[src/rtl/rr_priority_encoder.sv]
// ============================================================================
// Module   : rr_priority_encoder
// Purpose  : N-bit request vector to binary index encoder with fixed or
//            round-robin priority, registered output, valid/ready on both sides.
// Revision : 1.0 - initial release
// ============================================================================
`default_nettype none

module rr_priority_encoder #(
  parameter int N = 4,
  parameter int W = $clog2(N)
) (
  input  logic         clk,
  input  logic         rst_n,
  input  logic         in_valid,
  output logic         in_ready,
  input  logic [N-1:0] req,
  input  logic         mode,
  output logic         out_valid,
  input  logic         out_ready,
  output logic [W-1:0] out_idx,
  output logic         out_none,
  output logic         out_multi
);

  logic         out_valid_q, out_valid_d;
  logic [W-1:0] out_idx_q,   out_idx_d;
  logic         out_none_q,  out_none_d;
  logic         out_multi_q, out_multi_d;
  logic [W-1:0] ptr_q,       ptr_d;

  logic           accept;
  logic           any_req;
  logic           multi_req;
  logic [W-1:0]   fixed_idx;
  logic [W-1:0]   rr_idx;
  logic           rr_found;
  logic [W-1:0]   sel_idx;
  logic [W-1:0]   ptr_next;
  logic [2*N-1:0] req_dbl;
  int             pos;

  assign in_ready  = !out_valid_q || out_ready;
  assign accept    = in_valid && in_ready;
  assign any_req   = |req;
  // Clearing the lowest set bit leaves something behind only if two or more were set.
  assign multi_req = |(req & (req - N'(1)));
  assign req_dbl   = {req, req};

  always_comb begin
    fixed_idx = '0;
    for (int i = N - 1; i >= 0; i--) begin
      if (req[i]) fixed_idx = W'(i);
    end
  end

  // Scan the doubled vector from ptr so the wrap-around needs no modulo logic.
  always_comb begin
    rr_idx   = '0;
    rr_found = 1'b0;
    pos      = 0;
    for (int k = 0; k < N; k++) begin
      pos = int'(ptr_q) + k;
      if (!rr_found && req_dbl[pos]) begin
        rr_found = 1'b1;
        rr_idx   = (pos >= N) ? W'(pos - N) : W'(pos);
      end
    end
  end

  assign sel_idx  = mode ? rr_idx : fixed_idx;
  assign ptr_next = (rr_idx == W'(N - 1)) ? '0 : rr_idx + W'(1);

  always_comb begin
    out_valid_d = out_valid_q;
    out_idx_d   = out_idx_q;
    out_none_d  = out_none_q;
    out_multi_d = out_multi_q;
    ptr_d       = ptr_q;
    if (accept) begin
      out_valid_d = 1'b1;
      out_idx_d   = sel_idx;
      out_none_d  = !any_req;
      out_multi_d = multi_req;
      if (mode && any_req) ptr_d = ptr_next;
    end else if (out_ready) begin
      out_valid_d = 1'b0;
    end
  end

  always_ff @(posedge clk or negedge rst_n) begin
    if (!rst_n) begin
      out_valid_q <= 1'b0;
      out_idx_q   <= '0;
      out_none_q  <= 1'b0;
      out_multi_q <= 1'b0;
      ptr_q       <= '0;
    end else begin
      out_valid_q <= out_valid_d;
      out_idx_q   <= out_idx_d;
      out_none_q  <= out_none_d;
      out_multi_q <= out_multi_d;
      ptr_q       <= ptr_d;
    end
  end

  assign out_valid = out_valid_q;
  assign out_idx   = out_idx_q;
  assign out_none  = out_none_q;
  assign out_multi = out_multi_q;

endmodule

`default_nettype wire
[config.mk]
export PLATFORM = sky130hd
export DESIGN_NAME = rr_priority_encoder
export DESIGN_NICKNAME = d
export VERILOG_FILES = /design/src/rtl/rr_priority_encoder.sv
export SDC_FILE = /design/constraint.sdc
export NUM_CORES = 1
export LEC_CHECK = 0
export ABC_AREA = 1
export CAP_MARGIN = 20
export CORE_MARGIN = 2
export CORE_UTILIZATION = 43
export CTS_BUF_LIST = sky130_fd_sc_hd__clkbuf_16
export CTS_CLUSTER_DIAMETER = 50
export DETAILED_ROUTE_END_ITERATION = 16
export PLACE_DENSITY = 0.73
export SLEW_MARGIN = 20
export SYNTH_ARGS = -nofsm -noshare
export SYNTH_HDL_FRONTEND = slang
export SYNTH_SLANG_ARGS = --single-unit
export TNS_END_PERCENT = 20
[constraint.sdc]
create_clock -name clk -period 1.7 [get_ports clk]
set_clock_uncertainty 0.2 [all_clocks]
set_input_delay 0.34 -clock clk [delete_from_list [all_inputs] [get_ports clk]]
set_output_delay 0.34 -clock clk [all_outputs]
set_load 0.01 [all_outputs]
==> impl_results.rst, run 1 <==
.. list-table::
   :header-rows: 1

   * - Metric
     - Value
   * - Placed Cells
     - ~150
   * - Number of max-cap violations
     - 0
   * - Length of the first detailed-routing pass in iterations
     - 4
   * - Unrepaired setup endpoints after global routing
     - yes
   * - Area growth from synthesis to final layout
     - 64.0%
   * - Clock network fraction of total power
     - 22.5%
   * - Global routing usage summed across all routing layers
     - around a quarter
   * - Die area
     - about 1800 um^2
   * - Hold Violations, Final
     - 0
   * - Failing checks
     - negative setup slack
   * - Fraction of final layout cells with drive strength greater than 1
     - 33.6%
   * - Cells taking the most area after synthesis
     - sky130_fd_sc_hd__nand2_1 (29%), sky130_fd_sc_hd__dfrtp_1 (28%), sky130_fd_sc_hd__nand2_2 (7.0%)
   * - Clock tree from TritonCTS
     - built
   * - Critical Path Start Type
     - flop
   * - Arrival time worst endpoint
     - between 1.5 and 2 ns
   * - IR Drop Worst-Case VDD
     - ~0.85 mV
   * - Area of the multi-input gates
     - 468 um^2
   * - Initial core utilization
     - between 40% and 50%
   * - Routed wire length per instance
     - roughly 12 um
   * - Fmax
     - roughly 0.58 GHz
   * - Vias
     - 793
   * - Number of standard-cell rows in the floorplan
     - 13
   * - Number of antenna violations at the first check in global routing
     - 0
   * - Final TNS setup
     - -0.0504 ns
   * - CTS Buffer Depth
     - 2
   * - Detailed placer's ending HPWL
     - ~1300 um
   * - Ant diodes
     - 0
   * - Worst-case reg-to-reg path depth
     - 11
   * - Overall routed net length
     - approximately 1800 um
   * - Capturing element type of the critical path
     - flop
   * - Post-route setup slack
     - -0.0377 ns
   * - Mean cell area of the mapped netlist
     - 5.72 um^2
   * - Kind of path behind the tightest hold check
     - in2async
   * - Weighted congestion reported at the end of routability-driven placement
     - between 0.8 and 0.9
   * - Final routed DRC violation total
     - 0
   * - Outcome
     - complete, but fails checks
   * - Share of the synthesized area in the top cell type
     - roughly 29%
   * - Drt first-iter violations
     - 18
   * - Fill cells
     - 96
   * - Count of pins over their slew limit
     - 0
   * - Register share of total power
     - between 10% and 20%
   * - Clock period minus worst slack
     - around 1.7 ns
   * - Switching share of power
     - between 40% and 50%
   * - Register Area
     - about 180 um^2
   * - Max-slew headroom at the worst pin
     - about 80%
   * - CTS Root Buffer Type
     - sky130_fd_sc_hd__clkbuf_16
   * - Setup slack on the worst flop-to-flop path
     - -0.04 ns
   * - Largest net degree at the start of global routing
     - 13
   * - Net count of the mapped netlist
     - between 100 and 150
   * - Clock Latency Late Sink
     - approximately 0.23 ns
   * - Final setup fails
     - 2
   * - Slew @ Worst Pin
     - 0.308 ns
   * - Basic-gate share of the synthesized area counting and, or, nand and nor cells
     - a little over half
   * - Vias per std cell
     - 5.12
   * - Switching power
     - 800 uW
   * - Type of the worst setup path
     - reg2reg
   * - Synthesized flop and latch total
     - 7
   * - Power per unit of standard cell area
     - 1720 nW/um^2
   * - Final layout net count
     - 150
   * - Sinks on the clock net
     - 7
   * - Chip height
     - ~42 um
   * - Internal portion of total power
     - approximately 970 uW
   * - Main combinational cell family by area after synthesis
     - simple AND/OR/NAND/NOR gates
   * - Largest driver fanout on the critical path
     - 12
   * - Clock Pin Slew Worst Setup and Hold Paths
     - about 0.04 ns
   * - Fraction of the mapped netlist area in adder cells
     - 0%
   * - H-tree Lvls
     - 1
   * - Number of cells produced by synthesis
     - 110
   * - Hold buffer count at cts
     - 0
   * - Comb pwr share
     - between 60% and 70%
   * - Filler-free cell count of the finished design
     - around 160
   * - Final Cycle Share
     - 102%
   * - Ys Warns
     - 0
   * - Synthesized-area fraction occupied by ao, oa, aoi and oai cells
     - roughly 11%
   * - Total leakage power
     - 0.562 nW
   * - Share of synthesized area occupied by flip-flops and latches
     - between 20 and 30%
   * - Post-synth cell types
     - 16
   * - Port bufs
     - 14
   * - Post-synthesis instance area
     - ~630 um^2
   * - Vias in the first global route
     - 811
   * - Total power
     - about 1.8 mW
   * - Number of nets with antenna violations after detailed routing
     - 0
   * - Required @ worst endpoint
     - 1.62 ns
   * - Multiplexer share of the synthesized area
     - 0%
   * - Cell type contributing the most total cell area after synthesis
     - sky130_fd_sc_hd__nand2_1
   * - Grt total ovfl
     - 0
   * - Parity-gate share of the synthesized area counting xor and xnor cells
     - 0%
   * - Number of buffers inserted during clock tree synthesis
     - 3
   * - Area of the core
     - about 1300 um^2
   * - First-pass GRT wire length
     - roughly 3300 um
   * - I/O Pins
     - 15
   * - Die Span X
     - between 40 and 50 um
==> kinds of logic (layout without fill, tap and decap cells) <==
family	Yosys count	count (layout)
AO/OA/AOI/OAI	13	13
flip-flops	7	7
buffers and inverters	13	43
AND/OR/NAND/NOR	77	77
==> Yosys cell counts (all sizes together) <==
cell type / number
nand2: 55
inv: 12
nor2: 12
nand3: 8
dfrtp: 7
o21ai: 7
a21oi: 6
buf: 1
nand4: 1
nor3: 1
==> worst max path at each step <==
| stage | depth (start not counted) | from | to | slack [ns] |
|---|---|---|---|---|
| after floorplan | 11 | flop | ptr_q[1] | 0.13 |
| after global placement | 12 | req[3] | flop | -0.36 |
| after detailed placement | 12 | req[3] | flop | -0.39 |
| after CTS | 4 | out_ready | in_ready | -0.003 |
| after global routing | 11 | flop | flop | -0.15 |
| final | 11 | flop | flop | -0.04 |
==> cells in the final DEF, fill, tap and decap left out, drive strengths merged <==
cell and instances:
a21oi 6, nand4 1, clkdlybuf4s50 8, nor2 12
clkbuf 4, dlygate4sd2 4, buf 13, nand2 55
nor3 1, inv 13, o21ai 7, dfrtp 7
dlymetal6s2s 1, nand3 8
==> critical path, stage by stage, from the launching register on <==
cell	delay, ns
sky130_fd_sc_hd__dfrtp_2	0.43
sky130_fd_sc_hd__buf_12	0.16
sky130_fd_sc_hd__nand2_1	0.11
sky130_fd_sc_hd__nand3_2	0.11
sky130_fd_sc_hd__nand2_1	0.09
sky130_fd_sc_hd__inv_2	0.05
sky130_fd_sc_hd__nand2_2	0.06
sky130_fd_sc_hd__nand2_2	0.08
sky130_fd_sc_hd__nor2_4	0.11
sky130_fd_sc_hd__nand3_1	0.06
sky130_fd_sc_hd__o21ai_0	0.08
sky130_fd_sc_hd__inv_1	0.06
==> per-layer routing <==
layer  part of all wire (%)  GRT usage [%]  vias to the layer above
li1                       -              -                      406
met3                    3.7           7.76                        3
met4                   0.65           7.50                        0
met2                     52           39.4                       18
met5                      0              0                        -
met1                     43           28.4                      366
==> cell type report <==
type	instances	area share [%]
Clock buffer	3	7.27
Clock inverter	1	0.364
Inverter	12	4.61
Multi-Input combinational cell	90	45.3
Sequential cell	7	17.1
Tap cell	15	1.82
Timing Repair Buffer	27	23.5
==> power by group through the flow <==
stage	clock network, mW	registers, mW	logic (mW)
global placement	0	0.262	0.918
finish	0.400	0.267	1.11
CTS	0.406	0.262	0.970
detailed placement	0	0.262	0.931
floorplan	0	0.275	0.610
global route	0.417	0.277	1.23
==> timing repair <==
item	CTS	global route
endpoints found under the hold margin	0	0
endpoints found under the setup margin	5	6
resized for setup	11	18
pin swaps	2	2
cloned	0	0
buffers inserted	0	0
==> per-stage QoR <==
stage	setup WS [ns]	hold WS, ns	util (%)	cell area [um^2]
after floorplan	0.129	-0.156	-	629
after global placement	-0.363	0.299	66.8	891
after detailed placement	-0.390	0.305	66.8	891
after CTS	-0.00277	0.173	73.7	983
final	-0.0377	0.163	77.4	1030
after global routing	-0.149	0.200	77.4	1030
(Power assumes the default switching activity.)
==> run 2: changes to the inputs <==
--- a/config.mk
+++ b/config.mk
@@ -7,12 +7,12 @@
 export LEC_CHECK = 0
 export ABC_AREA = 1
 export CAP_MARGIN = 20
-export CORE_MARGIN = 2
+export CORE_MARGIN = 4
 export CORE_UTILIZATION = 43
 export CTS_BUF_LIST = sky130_fd_sc_hd__clkbuf_16
 export CTS_CLUSTER_DIAMETER = 50
 export DETAILED_ROUTE_END_ITERATION = 16
-export PLACE_DENSITY = 0.73
+export PLACE_DENSITY_LB_ADDON = 0.3
 export SLEW_MARGIN = 20
 export SYNTH_ARGS = -nofsm -noshare
 export SYNTH_HDL_FRONTEND = slang
==> impl_results.rst, run 2 (synthesis results as in run 1) <==
.. list-table::
   :header-rows: 1

   * - Metric
     - Value
   * - Register share of total power
     - about 16%
   * - CP max-delay cell
     - sky130_fd_sc_hd__dfrtp_2
   * - I/O Pins
     - 15
   * - Unrepaired setup endpoints after global routing
     - yes
   * - Worst stage delay on the critical path
     - 0.43 ns
   * - Number of antenna violations at the first check in global routing
     - 0
   * - Cell with the most instances on the worst path
     - sky130_fd_sc_hd__nand2_2
   * - Length of the first detailed-routing pass in iterations
     - 4
   * - Largest driver fanout on the critical path
     - 12
   * - Overall routed net length
     - 1930 um
   * - Outcome
     - complete, but fails checks
   * - Type of the worst setup path
     - reg2reg
   * - Clock Latency Late Sink
     - around 0.23 ns
   * - Share of the core filled with cells
     - around three quarters
   * - Capturing element type of the critical path
     - flop
   * - Vias
     - between 700 and 800
   * - Critical Path Start Type
     - flop
   * - Initial core utilization
     - a little under half
   * - Required @ worst endpoint
     - 1.61 ns
   * - Number of standard-cell rows in the floorplan
     - 13
   * - Final TNS setup
     - -0.0119 ns
   * - Fraction of final layout cells with drive strength greater than 1
     - between 30% and 40%
   * - Hold Violations, Final
     - 0
   * - Post-route standard cell area excluding fillers
     - slightly above 1000 um^2
   * - Kind of path behind the tightest hold check
     - in2async
   * - H-tree Lvls
     - 1
   * - Fill cells
     - around 100
   * - Die Span X
     - 46.3 um
   * - Port bufs
     - 14
   * - Area of the core
     - approximately 1300 um^2
   * - Grt total ovfl
     - 0
   * - CTS Buffer Depth
     - 2
   * - Total leakage power
     - about 0.56 nW
   * - Final Cycle Share
     - 101%
   * - Clock Pin Slew Worst Setup and Hold Paths
     - roughly 0.040 ns
   * - First-pass GRT wire length
     - 3080 um
   * - Vias per std cell
     - 5.10
   * - CTS Root Buffer Type
     - sky130_fd_sc_hd__clkbuf_16
   * - Internal portion of total power
     - roughly 960 uW
   * - Count of pins over their slew limit
     - 0
   * - Tightest hold margin
     - 0.175 ns
   * - Placed Area
     - 883 um^2
   * - Clock network fraction of total power
     - between 20% and 30%
   * - Global routing usage summed across all routing layers
     - about 20%
   * - Power per unit of standard cell area
     - between 1500 and 2000 nW/um^2
   * - Vias in the first global route
     - 746
   * - Weighted congestion reported at the end of routability-driven placement
     - between 0.8 and 0.9
   * - Fmax
     - 0.584 GHz
   * - Final layout net count
     - 150
   * - Area growth from synthesis to final layout
     - 62.6%
   * - Slew @ Worst Pin
     - 0.322 ns
   * - Area of the multi-input gates
     - between 400 and 500 um^2
   * - Number of buffers inserted during clock tree synthesis
     - 3
   * - Switching share of power
     - 44.9%
   * - Worst-case reg-to-reg path depth
     - 11
   * - Clock tree from TritonCTS
     - built
   * - Cell chain of the critical path
     - buf_12, nand2_2, nand2_2, nand2_2, nand2_2, o21ai_2, nand3_2, nand2_2, nand2_1, nand3_1, nand2_1
   * - Leading cell types in the layout, fill and taps excluded
     - sky130_fd_sc_hd__nand2_1 (39), sky130_fd_sc_hd__nand2_2 (16), sky130_fd_sc_hd__buf_4 (12)
   * - Routed wire length per instance
     - approximately 12 um
   * - Chip height
     - around 46 um
   * - Sinks on the clock net
     - 7
   * - Number of max-cap violations
     - 0
   * - Detailed placer's ending HPWL
     - around 1400 um
   * - Arrival time worst endpoint
     - 1.63 ns
   * - Post-route setup slack
     - -0.0119 ns
   * - Commonest non-fill, non-tap cell in the layout
     - sky130_fd_sc_hd__nand2_1
   * - Failing checks
     - negative setup slack
   * - Max-slew headroom at the worst pin
     - between 70% and 80%
   * - IR Drop Worst-Case VDD
     - around 1.2 mV
   * - Clock period minus worst slack
     - between 1.5 and 2 ns
   * - Final setup fails
     - 1
   * - Ant diodes
     - 0
   * - Register Area
     - around 180 um^2
   * - Post-Place Worst Slack
     - -0.385 ns
   * - Switching power
     - between 700 and 800 uW
   * - Number of nets with antenna violations after detailed routing
     - 0
   * - Die area
     - 2140 um^2
   * - Largest net degree at the start of global routing
     - 13
   * - Comb pwr share
     - just over 60%
   * - Drt first-iter violations
     - 25
   * - Final routed DRC violation total
     - 0
run 2: changes by cell type in the layout (fill, tap and decap cells not counted):
cell / before / now
sky130_fd_sc_hd__a21oi_1: 4 / 3
sky130_fd_sc_hd__a21oi_2: 2 / 3
sky130_fd_sc_hd__nand2_1: 40 / 39
sky130_fd_sc_hd__nand2_2: 14 / 16
sky130_fd_sc_hd__nand2_4: 1 / 0
sky130_fd_sc_hd__nor2_1: 9 / 11
sky130_fd_sc_hd__nor2_2: 1 / 0
sky130_fd_sc_hd__nor2_4: 2 / 1
run 2: worst max-delay path, delay by kind of cell (launching register included):
kind / cells / cell delay, ns
and+or+nand+nor: 9 / 0.64
DFF: 1 / 0.43
AOI/OAI and AO/OA: 1 / 0.16
buffers and inverters: 1 / 0.16
run 2: final timing paths:
kind / slack [ns] / from / to
min in group clk: 0.34 / out_idx[1] / out_idx[1]
hold reg to reg: 0.34 / out_idx[1] / out_idx[1]
max in group asynchronous: 0.86 / rst_n / async pin
setup reg to reg: -0.01 / flop / ptr_q[1]
hold / removal: 0.18 / rst_n / out_valid
setup / recovery: -0.01 / flop / ptr_q[1]
run 2: repair_timing:
item,CTS,global route
buffers inserted,1,0
gates resized for setup,16,11
endpoints found under the setup margin,5,6
hold buffers,0,0
hold endpoints to repair,0,0
pin swaps,6,6
run 2: final cells by class:
cell class              count  area share (%)
well taps                  15            1.83
clock buffers               3            7.33
multi-input cells          90            44.9
clock inverters             1           0.367
flip-flops and latches      7            17.2
repair buffers             27            23.7
inverters                  12            4.65
run 2: routing by layer:
metal / GRT usage, % / share of wire, %
met2: 33.2 / 51
met3: 7.42 / 5.4
met1: 24.6 / 42
met4: 6.25 / 0.73
met5: 0 / 0
run 2: stage by stage:
step                      total power [mW]  std cells
after floorplan                      0.885        110
after global placement                1.15        150
after detailed placement              1.19        150
after CTS                             1.66        155
after global routing                  1.89        155
final                                 1.75        155
run 2: power groups by stage:
stage	combinational (mW)	clock (mW)	sequential, mW
3_3_place_gp	0.892	0	0.258
3_5_place_dp	0.924	0	0.263
5_1_grt	1.21	0.406	0.277
2_1_floorplan	0.610	0	0.275
6_report	1.08	0.391	0.272
4_1_cts	1.00	0.395	0.265
==> run 3: changes to the inputs <==
--- a/config.mk
+++ b/config.mk
@@ -12,6 +12,7 @@
 export CTS_BUF_LIST = sky130_fd_sc_hd__clkbuf_16
 export CTS_CLUSTER_DIAMETER = 50
 export DETAILED_ROUTE_END_ITERATION = 16
+export GPL_ROUTABILITY_DRIVEN = 0
 export PLACE_DENSITY_LB_ADDON = 0.3
 export SLEW_MARGIN = 20
 export SYNTH_ARGS = -nofsm -noshare
==> results of run 3 <==
The final DEF is identical to that of run 2; final timing and power are the same.
